===== config.mk =====
export PLATFORM = sky130hd
export DESIGN_NAME = cla_pipe_adder
export DESIGN_NICKNAME = d
export VERILOG_FILES = /design/src/rtl/cla_pipe_adder.sv
export SDC_FILE = /design/constraint.sdc
export NUM_CORES = 1
export LEC_CHECK = 0
export CAP_MARGIN = 25
export CORE_UTILIZATION = 30
export DETAILED_ROUTE_END_ITERATION = 6
export REMOVE_ABC_BUFFERS = 1
export SYNTH_ARGS = -nofsm -noshare
export SYNTH_HDL_FRONTEND = slang
export SYNTH_SLANG_ARGS = --single-unit

===== constraint.sdc =====
create_clock -name clk -period 12 [get_ports clk]
set_clock_uncertainty 0.1 [all_clocks]
set_input_delay 2.4 -clock clk [delete_from_list [all_inputs] [get_ports clk]]
set_output_delay 2.4 -clock clk [all_outputs]
set_load 0.03 [all_outputs]

===== src/rtl/cla_pipe_adder.sv =====
// Pipelined carry-lookahead adder/subtractor with valid/ready handshake.
// Each stage resolves GROUP*GROUPS_PER_STAGE result bits and hands its carry to the next.
module cla_pipe_adder #(
  parameter int WIDTH            = 32,
  parameter int GROUP            = 4,
  parameter int GROUPS_PER_STAGE = 2
) (
  input  logic             clk,
  input  logic             rst_n,
  input  logic             in_valid,
  output logic             in_ready,
  input  logic [WIDTH-1:0] a,
  input  logic [WIDTH-1:0] b,
  input  logic             cin,
  input  logic             sub,
  output logic             out_valid,
  input  logic             out_ready,
  output logic [WIDTH-1:0] sum,
  output logic             cout,
  output logic             ovf,
  output logic             zero
);

  localparam int S  = GROUP * GROUPS_PER_STAGE;
  localparam int NS = WIDTH / S;

  logic             adv;
  logic [WIDTH-1:0] b_eff;
  logic             c0;

  assign adv      = ~out_valid | out_ready;
  assign in_ready = adv;
  assign b_eff    = sub ? ~b : b;
  assign c0       = sub | cin;

  // One stage slice: returns {carry_out, sum[S-1:0]}.
  function automatic logic [S:0] cla_slice(input logic [S-1:0] x,
                                           input logic [S-1:0] y,
                                           input logic         c_in);
    logic [S-1:0]                g, p, s;
    logic [GROUPS_PER_STAGE:0]   gc;
    logic                        gg, gp, c, t;
    g     = x & y;
    p     = x ^ y;
    s     = '0;
    gc    = '0;
    gc[0] = c_in;
    for (int grp = 0; grp < GROUPS_PER_STAGE; grp++) begin
      gg = 1'b0;
      gp = 1'b1;
      for (int i = 0; i < GROUP; i++) begin
        // carry into bit i written as a flat sum of products over the group
        c = gc[grp];
        for (int j = 0; j < i; j++) c = c & p[grp*GROUP+j];
        for (int j = 0; j < i; j++) begin
          t = g[grp*GROUP+j];
          for (int m = j + 1; m < i; m++) t = t & p[grp*GROUP+m];
          c = c | t;
        end
        s[grp*GROUP+i] = p[grp*GROUP+i] ^ c;
        gg = g[grp*GROUP+i] | (p[grp*GROUP+i] & gg);
        gp = gp & p[grp*GROUP+i];
      end
      gc[grp+1] = gg | (gp & gc[grp]);
    end
    return {gc[GROUPS_PER_STAGE], s};
  endfunction

  for (genvar k = 1; k <= NS; k++) begin : stg
    localparam int LO = (k - 1) * S;

    logic [WIDTH-LO-1:0] a_up, b_up;
    logic                ci, v_in;
    logic [S:0]          r;
    logic [k*S-1:0]      s_nxt;
    logic                v_q, c_q;
    logic [k*S-1:0]      s_q;

    if (k == 1) begin : src
      assign a_up  = a;
      assign b_up  = b_eff;
      assign ci    = c0;
      assign v_in  = in_valid;
      assign s_nxt = r[S-1:0];
    end else begin : src
      assign a_up  = stg[k-1].fwd.a_q;
      assign b_up  = stg[k-1].fwd.b_q;
      assign ci    = stg[k-1].c_q;
      assign v_in  = stg[k-1].v_q;
      assign s_nxt = {r[S-1:0], stg[k-1].s_q};
    end

    assign r = cla_slice(a_up[S-1:0], b_up[S-1:0], ci);

    always_ff @(posedge clk) begin
      if (!rst_n) begin
        v_q <= 1'b0;
        c_q <= 1'b0;
        s_q <= '0;
      end else if (adv) begin
        v_q <= v_in;
        c_q <= r[S];
        s_q <= s_nxt;
      end
    end

    // unresolved upper operand bits travel with the op
    if (k < NS) begin : fwd
      logic [WIDTH-k*S-1:0] a_q, b_q;
      always_ff @(posedge clk) begin
        if (adv) begin
          a_q <= a_up[WIDTH-LO-1:S];
          b_q <= b_up[WIDTH-LO-1:S];
        end
      end
    end

    if (k == NS) begin : fin
      always_ff @(posedge clk) begin
        if (!rst_n) begin
          ovf  <= 1'b0;
          zero <= 1'b0;
        end else if (adv) begin
          ovf  <= r[S] ^ a_up[S-1] ^ b_up[S-1] ^ r[S-1];
          zero <= ~|s_nxt;
        end
      end
    end
  end

  assign out_valid = stg[NS].v_q;
  assign sum       = stg[NS].s_q;
  assign cout      = stg[NS].c_q;

endmodule


==> impl_metrics.yaml, run 1 <==
global_routing:
  grt_usage: 0.113
  grt_pass1_vias: 4643
  grt_first_pass_wirelength_mm: 23.5
  overflow: 0
  grt_max_degree: 108
  grt_antenna_before_repair: 0
yosys:
  synth_cell_types: 45
  syn_inst: 684
  ys_seq_area_frac: 0.590
  synthMostInstantiatedCell: "nand2_1"
  synthTopCellsByArea: "edfxtp_1, dfxtp_1, nand2_1"
  synth_enable_flop_cells: 96
  synthFlopType: "edfxtp_1"
  synthArstFlopShare: 0
  syn_area_per_cell_sq_um: 11.6
  ys_ff_latch: 186
  yosys.area.top_type: "edfxtp_1"
  synthTopCellsByCount: "nand2_1, edfxtp_1, dfxtp_1, a21boi_0, ha_1"
  ys_warn_count: 0
  syn_area_sq_mm: 0.00794
  synth_top_area_share: 0.363
cts:
  tritoncts: "yes"
  clock_path_buffers: 2
  cts_sinks: 186
  post-cts-setup-buffer-count: 0
  ctsHoldBuffers: 0
  insertion_delay_ns: 0.43
  cts-root-buf: "clkbuf_16"
  path_clk_slew_ns: 0.07
  htreeDepth: 4
  cts_buffers: 17
  cts_resized: 0
worst_setup_path:
  r2r_slack_ns: 8.96
  crit_type: "input port to output port"
  cp.arrival_ns: 4.60
  reg2reg_from: "out_valid$_SDFFE_PN0P_"
  worstPathRequired_ns: 9.50
  timing.rr.end: "ovf$_SDFFE_PN0P_"
  ff2ff_path_depth: 7
  critPathLaunchType: "input port"
  cp-end-kind: "output port"
  cp_max_fo: 107
finish:
  nets: 898
  fillers: 2578
  layout.cells.non_filler: 1128
  drive_gt1_frac: 0.0567
  multiInputGateArea_sq_mm: 0.00305
  seqCellArea_sq_mm: 0.00468
  syn_to_final_growth_pct: 24.5
  diodes: 0
die:
  start_util: 0.305
  die_x_um: 165
  rows: 59
  dieArea_sq_mm: 0.0271
  core-area_sq_mm: 0.0260
  ios: 107
  die_y_um: 165
placed_design:
  placed_cells: 1096
  place.gp.congestion: 0.793
  dpl.hpwl_mm: 10.3
  dpl_worst_slack_ns: 4.87
  portBuffers: 106
worst_hold_path:
  hold_start: "stg[1].fwd.a_q[21]$_DFFE_PP_"
  hold_class: "register to register"
  min_to: "stg[2].fwd.a_q[13]$_DFFE_PP_"
  min_delay_path_depth: 0
route:
  dr.pass1.iters: 4
  via_per_inst: 4.39
  vias: 4951
  drc_errors: 0
  wl_mm: 14.8
  first_iter_violations: 275
  antenna_left: 0
  avgRoutedWirePerCell_um: 13.2
timing:
  fin_crit_ns: 7.10
  holdWs_ns: 0.318
  setup_violations: 0
  finalSetupTns_ns: 0
  maxSlewViolCount: 0
  rsz0062_at_grt: "no"
  tightest_slew_ns: 0.872
  setup_slack_ns: 4.90
  clock.fmax_mhz: 141
  period_share: 0.591
  hold_viol: 0
  relSlewSlack: 0.419
power_and_ir_drop:
  p_per_area_mw_per_mm2: 160
  leakagePower_nw: 3.79
  ir_drop_mv: 0.0844
job:
  cap_viol_max_count: 0
run_status:
  status: "finished, final reports clean"
## stage by stage
stage	instance area [sq um]	total power, mW	utilization
2_1_floorplan	7800	0.949	-
3_3_place_gp	9310	1.05	0.358
3_5_place_dp	9310	1.06	0.358
4_1_cts	9880	1.60	0.380
5_1_grt	9880	1.66	0.380
6_report	9880	1.58	0.380
## critical path: stages
cell,delay (ns)
clkdlybuf4s50_1,0.44
nor2b_4,0.57
inv_6,0.45
clkdlybuf4s50_1,0.72
## layout by cell type, fill, tap and decap left out, types with 2 or more instances in the layout
cell type / instances
inv_1: 19
o211ai_1: 2
clkdlybuf4s50_1: 104
o22ai_1: 3
ha_1: 40
a21oi_1: 8
nor4b_1: 2
o2111ai_1: 2
nor3_1: 7
and2_1: 2
or3b_2: 5
a21boi_0: 67
o21ai_0: 24
nand2_1: 146
a31oi_1: 4
buf_4: 4
inv_6: 7
inv_8: 2
nand2b_1: 8
o211a_1: 9
a21o_1: 5
edfxtp_1: 96
nor2_1: 7
o21a_1: 9
dfxtp_1: 90
nand3_1: 12
o21bai_1: 2
clkbuf_1: 2
buf_2: 2
fa_1: 8
o31ai_1: 2
xnor2_1: 14
nor4_1: 4
xor2_1: 38
clkbuf_16: 17
a211oi_1: 3
clkinvlp_4: 4
## worst max-delay path by stage
stage	start	end	slack [ns]	cells after the start
CTS	out_ready	in_ready	4.86	4
detailed placement	out_ready	in_ready	4.87	4
global placement	out_ready	in_ready	4.87	4
global route	out_ready	in_ready	4.73	4
finish	out_ready	in_ready	4.90	4
floorplan	out_ready	in_ready	-0.46	2
## final cells by class
cell class / instances / share of cell area
flip-flops and latches: 186 / 0.474
multi-input cells: 445 / 0.308
repair buffers: 110 / 0.109
clock buffers: 19 / 0.0438
well taps: 335 / 0.0424
clock inverters: 13 / 0.0137
inverters: 20 / 0.00811
## power breakdown
group	total (mW)	switching, mW	internal [mW]
sequential	0.774	0.0358	0.739
combinational	0.262	0.134	0.128
clock	0.543	0.250	0.293
total	1.58	0.420	1.16
## layer usage
metal | part of all wire | GRT usage | vias up | wire [um]
met5 | 0 | 0 | - | 0
met4 | 0.013 | 0.0392 | 0 | 198
met3 | 0.025 | 0.0239 | 15 | 364
met2 | 0.49 | 0.191 | 57 | 7330
met1 | 0.47 | 0.141 | 2298 | 6950
li1 | - | - | 2581 | -
## state kept, by name (all words and copies together), names as in the netlist
signal and cells:
cout 1, out_valid 1, stg.c_q 3, stg.fwd.a_q 48, stg.s_q 48, stg.v_q 3
sum 32, zero 1, ovf 1, stg.fwd.b_q 48
## logic make-up after synthesis
| logic type | after synthesis | share of synthesized area |
|---|---|---|
| simple gates | 200 | 0.109 |
| flops | 186 | 0.590 |
| fa+ha+maj | 48 | 0.0832 |
| compound gates | 144 | 0.130 |
| xor+xnor | 53 | 0.0602 |
| buf+inv | 53 | 0.0270 |
Note: power is estimated with default switching activity, not from simulation.
==> inputs of run 2 (changes only) <==
clock period = 6.87 ns   (was 12 ns; I/O delays follow)
==> run 2 against run 1 <==
  * Via count grew 1.0%
  * Critical endpoint unchanged
  * Highest routed layer unchanged
  * Largest power group unchanged
  * Clock-buffer cell count shrank 1
  * Critical path depth is the same
  * Total power grew 75%
  * Non-clock buffer count is the same
  * Routed wire length grew 5.2%
  * Final cell count is the same
  * First-iteration DRC count shrank 11%
  * Clock power grew 75%
  * Final area is essentially flat
==> impl_metrics.yaml, run 2 (synthesis gave the netlist of run 1 again) <==
worst_setup_path:
  cp_max_fo: 111
  timing.rr.end: "zero$_SDFFE_PN0P_"
  cp.depth: 4
  critical_path.top_delay_family: "buffers and inverters"
  critPathMaxStageDelay_ns: 0.82
  crit_chain: "clkdlybuf4s50_1, nor2b_4, inv_6, clkdlybuf4s50_1"
  startpoint: "out_ready"
  crit_buf_inv: 3
  critPathSlowestCell: "clkdlybuf4s50_1"
  endpoint: "in_ready"
  cp.arrival_ns: 3.37
  cpMostUsedCell: "clkdlybuf4s50_1"
  ff2ff_path_depth: 10
  cp-end-kind: "output port"
  crit_type: "input port to output port"
  r2r_slack_ns: 3.86
  reg2reg_from: "stg[3].fwd.a_q[0]$_DFFE_PP_"
  worstPathRequired_ns: 5.40
  critPathLaunchType: "input port"
job:
  cap_viol_max_count: 0
worst_hold_path:
  hold_start: "stg[1].fwd.b_q[11]$_DFFE_PP_"
  hold_class: "register to register"
cts:
  insertion_delay_ns: 0.43
  cts-root-buf: "clkbuf_16"
  htreeDepth: 4
  ctsHoldBuffers: 0
  cts_resized: 0
  cts_buffers: 17
  cts_sinks: 186
  tritoncts: "yes"
  post-cts-setup-buffer-count: 0
  clock_path_buffers: 2
  path_clk_slew_ns: 0.08
timing:
  holdWs_ns: 0.321
  relSlewSlack: 0.358
  fin_crit_ns: 4.84
  setup_violations: 0
  hold_viol: 0
  clock.fmax_mhz: 207
  setup_slack_ns: 2.03
  period_share: 0.704
  maxSlewViolCount: 0
  tightest_slew_ns: 0.963
  rsz0062_at_grt: "no"
global_routing:
  overflow: 0
  grt_antenna_before_repair: 0
  grt_usage: 0.120
  grt_max_degree: 112
  grt_first_pass_wirelength_mm: 24.8
  grt_pass1_vias: 4844
die:
  die_y_um: 165
  ios: 107
  dieArea_sq_mm: 0.0271
  die_x_um: 165
  rows: 59
  core-area_sq_mm: 0.0260
  start_util: 0.305
finish:
  syn_to_final_growth_pct: 24.5
  diodes: 0
  mostFrequentLayoutCells: "nand2_1, clkdlybuf4s50_1, edfxtp_1, dfxtp_1, a21boi_0"
  nets: 898
  drive_gt1_frac: 0.0567
  final_common_cell: "nand2_1"
  reg_top3: "stg.fwd.a_q (48), stg.fwd.b_q (48), stg.s_q (48)"
run_status:
  status: "finished, final reports clean"
placed_design:
  portBuffers: 106
  place.gp.congestion: 0.770
  dpl.hpwl_mm: 10.5
  dpl_worst_slack_ns: 1.95
route:
  via_per_inst: 4.43
  antenna_left: 0
  drc_errors: 0
  first_iter_violations: 246
  vias: 5001
  wl_mm: 15.6
  avgRoutedWirePerCell_um: 13.8
  dr.pass1.iters: 4
power_and_ir_drop:
  p_per_area_mw_per_mm2: 280
  ir_drop_mv: 0.161
  leakagePower_nw: 3.81
run 2: cell types whose count changed in the layout (fill, tap and decap cells not counted), sizes merged:
cell	previous run	this run
clkinvlp	4	0
clkinv	0	3
clkbuf	19	18
inv	28	31
bufinv	1	0
run 2: metrics by stage:
stage / cell area, sq um / instances / utilization / power (mW) / setup TNS [ns]
6_report: 9880 / 1128 / 0.380 / 2.77 / 0
3_3_place_gp: 9310 / 1096 / 0.358 / 1.84 / 0
3_5_place_dp: 9310 / 1096 / 0.358 / 1.85 / 0
4_1_cts: 9880 / 1128 / 0.380 / 2.80 / 0
2_1_floorplan: 7800 / 651 / - / 1.66 / -563.41
5_1_grt: 9880 / 1128 / 0.380 / 2.90 / 0
run 2: layout make-up:
cell class                      count  area, sq um
Clock buffer                       18          429
Clock inverter                     14          143
Fill cell                        2568        16100
Inverter                           20         80.1
Multi-Input combinational cell    445         3050
Sequential cell                   186         4680
Tap cell                          335          419
Timing Repair Buffer              110         1080
run 2: worst min path at each step:
stage,endpoint,slack [ns],depth (start not counted)
2_1_floorplan,stg[2].fwd.a_q[0]$_DFFE_PP_,0.30,0
3_3_place_gp,stg[2].fwd.b_q[15]$_DFFE_PP_,0.30,0
3_5_place_dp,stg[2].fwd.a_q[3]$_DFFE_PP_,0.30,0
4_1_cts,stg[2].fwd.b_q[14]$_DFFE_PP_,0.32,0
5_1_grt,stg[2].fwd.a_q[3]$_DFFE_PP_,0.33,0
6_report,stg[2].fwd.b_q[3]$_DFFE_PP_,0.32,0
run 2: routing by layer:
layer  up-vias  share of wire  GRT usage
li1       2573              -          -
met1      2335           0.46      0.147
met2        77           0.50      0.208
met3        16          0.032     0.0244
met4         0          0.013     0.0438
met5         -              0          0
run 2: worst reg2reg max path: stages (launching register included):
cell	delay, ns
edfxtp_1	0.40
ha_1	0.33
a211oi_1	0.23
nor2_1	0.09
o21ai_0	0.15
nand2b_1	0.11
fa_1	0.49
nor4b_1	0.26
nand4_1	0.15
or4_1	0.42
o31ai_1	0.19
run 2: where the power goes:
group	internal, mW	switching (mW)
Combinational	0.224	0.240
Sequential	1.29	0.0611
Clock	0.488	0.464
==> inputs of run 3 (changes only) <==
clock period = 4.9 ns   (was 6.87 ns; I/O delays follow)
==> run 3 against run 2 <==
  * Worst hold slack about the same
  * Critical endpoint is now stg[1].s_q[6]$_SDFFE_PN0P_
  * Worst setup slack got worse by 0.75 ns
  * Combinational power increased by 41%
  * Global-route usage increased by 0.23 points
  * Largest power group unchanged
  * Clock power increased by 41%
  * Critical path depth increased by 9
  * First-iteration DRC count increased by 30%
==> impl_metrics.yaml, run 3 (synthesis gave the netlist of run 1 again) <==
run_status:
  status: "finished, final reports clean"
finish:
  diodes: 0
  fillers: 2552
  multiInputGateArea_sq_mm: 0.00305
  nets: 900
  seqCellArea_sq_mm: 0.00468
  mostFrequentLayoutCells: "nand2_1, clkdlybuf4s50_1, edfxtp_1, dfxtp_1, a21boi_0"
  final_core_util: 0.381
  drive_gt1_frac: 0.0604
  final_common_cell: "nand2_1"
  syn_to_final_growth_pct: 24.8
  reg_top3: "stg.fwd.a_q (48), stg.fwd.b_q (48), stg.s_q (48)"
  fin_area_sq_mm: 0.00990
cts:
  ctsHoldBuffers: 0
  post-cts-setup-buffer-count: 0
  cts_buffers: 17
  clock_path_buffers: 2
  cts_sinks: 186
  tritoncts: "yes"
  cts-root-buf: "clkbuf_16"
  insertion_delay_ns: 0.43
  htreeDepth: 4
  cts_resized: 0
  path_clk_slew_ns: 0.07
route:
  avgRoutedWirePerCell_um: 14.0
  dr.pass1.iters: 4
  vias: 5042
  drc_errors: 0
  via_per_inst: 4.46
  first_iter_violations: 321
  antenna_left: 0
  wl_mm: 15.8
worst_setup_path:
  reg2reg_from: "stg[3].fwd.a_q[0]$_DFFE_PP_"
  ff2ff_path_depth: 10
  cp.depth: 13
  critPathMaxStageDelay_ns: 0.47
  crit_chain: "clkdlybuf4s50_1, xor2_1, ha_1, o21a_1, o21a_1, o21a_1, o21ai_0, nand2b_1, ha_1, o21a_1, o21ai_0, or3b_2, a21boi_0"
  critPathLaunchType: "input port"
  cpMostUsedCell: "o21a_1"
  cp.arrival_ns: 3.88
  crit_buf_inv: 1
  crit_type: "input port to register"
  cp_max_fo: 2
  critPathSlowestCell: "clkdlybuf4s50_1"
  timing.rr.end: "zero$_SDFFE_PN0P_"
  cp-end-kind: "register"
  worstPathRequired_ns: 5.16
  critical_path.top_delay_family: "compound AO/OA/AOI/OAI gates"
  r2r_slack_ns: 1.83
timing:
  maxSlewViolCount: 0
  setup_violations: 0
  hold_viol: 0
  fin_crit_ns: 3.62
  holdWs_ns: 0.320
  rsz0062_at_grt: "no"
  tightest_slew_ns: 0.990
  setup_slack_ns: 1.28
  clock.fmax_mhz: 276
  relSlewSlack: 0.340
  period_share: 0.738
global_routing:
  grt_max_degree: 93
  overflow: 0
  grt_pass1_vias: 4998
  grt_antenna_before_repair: 0
  grt_first_pass_wirelength_mm: 25.4
  grt_usage: 0.123
worst_hold_path:
  min_to: "stg[3].fwd.a_q[6]$_DFFE_PP_"
  hold_class: "register to register"
  min_delay_path_depth: 0
  hold_start: "stg[2].fwd.a_q[14]$_DFFE_PP_"
die:
  start_util: 0.305
  rows: 59
  dieArea_sq_mm: 0.0271
  ios: 107
  core-area_sq_mm: 0.0260
  die_x_um: 165
  die_y_um: 165
placed_design:
  dpl.hpwl_mm: 10.5
  dpl_worst_slack_ns: 0.828
  placed_area_sq_mm: 0.00933
  place.gp.congestion: 0.772
  portBuffers: 106
job:
  cap_viol_max_count: 0
power_and_ir_drop:
  p_total_mw: 3.89
  p_per_area_mw_per_mm2: 392
  leakagePower_nw: 3.82
  ir_drop_mv: 0.183
[run 3: routing by layer]
| layer | global-route usage | wire length (um) | vias up |
|---|---|---|---|
| met5 | 0 | 0 | - |
| met4 | 0.0413 | 131 | 0 |
| met3 | 0.0269 | 463 | 15 |
| met2 | 0.211 | 7960 | 58 |
| met1 | 0.151 | 7250 | 2386 |
| li1 | - | - | 2583 |
[run 3: stage by stage]
stage | TNS, ns | cells
floorplan | -843.55 | 651
detailed placement | 0 | 1098
finish | 0 | 1130
CTS | 0 | 1130
global route | 0 | 1130
global placement | 0 | 1098
[run 3: cell type report]
| class | instances | share of cell area |
|---|---|---|
| inverters | 20 | 0.00809 |
| flip-flops and latches | 186 | 0.473 |
| multi-input cells | 445 | 0.308 |
| clock inverters | 15 | 0.0153 |
| well taps | 335 | 0.0423 |
| repair buffers | 112 | 0.111 |
| clock buffers | 17 | 0.0430 |
[run 3: worst max path at each step]
| stage | endpoint | from | slack [ns] |
|---|---|---|---|
| 2_1_floorplan | stg[3].s_q[23]$_SDFFE_PN0P_ | out_ready | -5.10 |
| 3_3_place_gp | stg[1].s_q[6]$_SDFFE_PN0P_ | b[0] | 0.89 |
| 3_5_place_dp | stg[1].s_q[6]$_SDFFE_PN0P_ | b[0] | 0.83 |
| 4_1_cts | stg[1].s_q[6]$_SDFFE_PN0P_ | b[0] | 1.27 |
| 5_1_grt | stg[1].s_q[6]$_SDFFE_PN0P_ | b[0] | 1.03 |
| 6_report | stg[1].s_q[6]$_SDFFE_PN0P_ | b[0] | 1.28 |
[run 3: report_power, final]
part	total [mW]	leakage, nW	switching (mW)	internal (mW)
Sequential	1.89	1.75	0.0836	1.81
Combinational	0.654	1.78	0.339	0.315
Clock	1.34	0.284	0.659	0.681
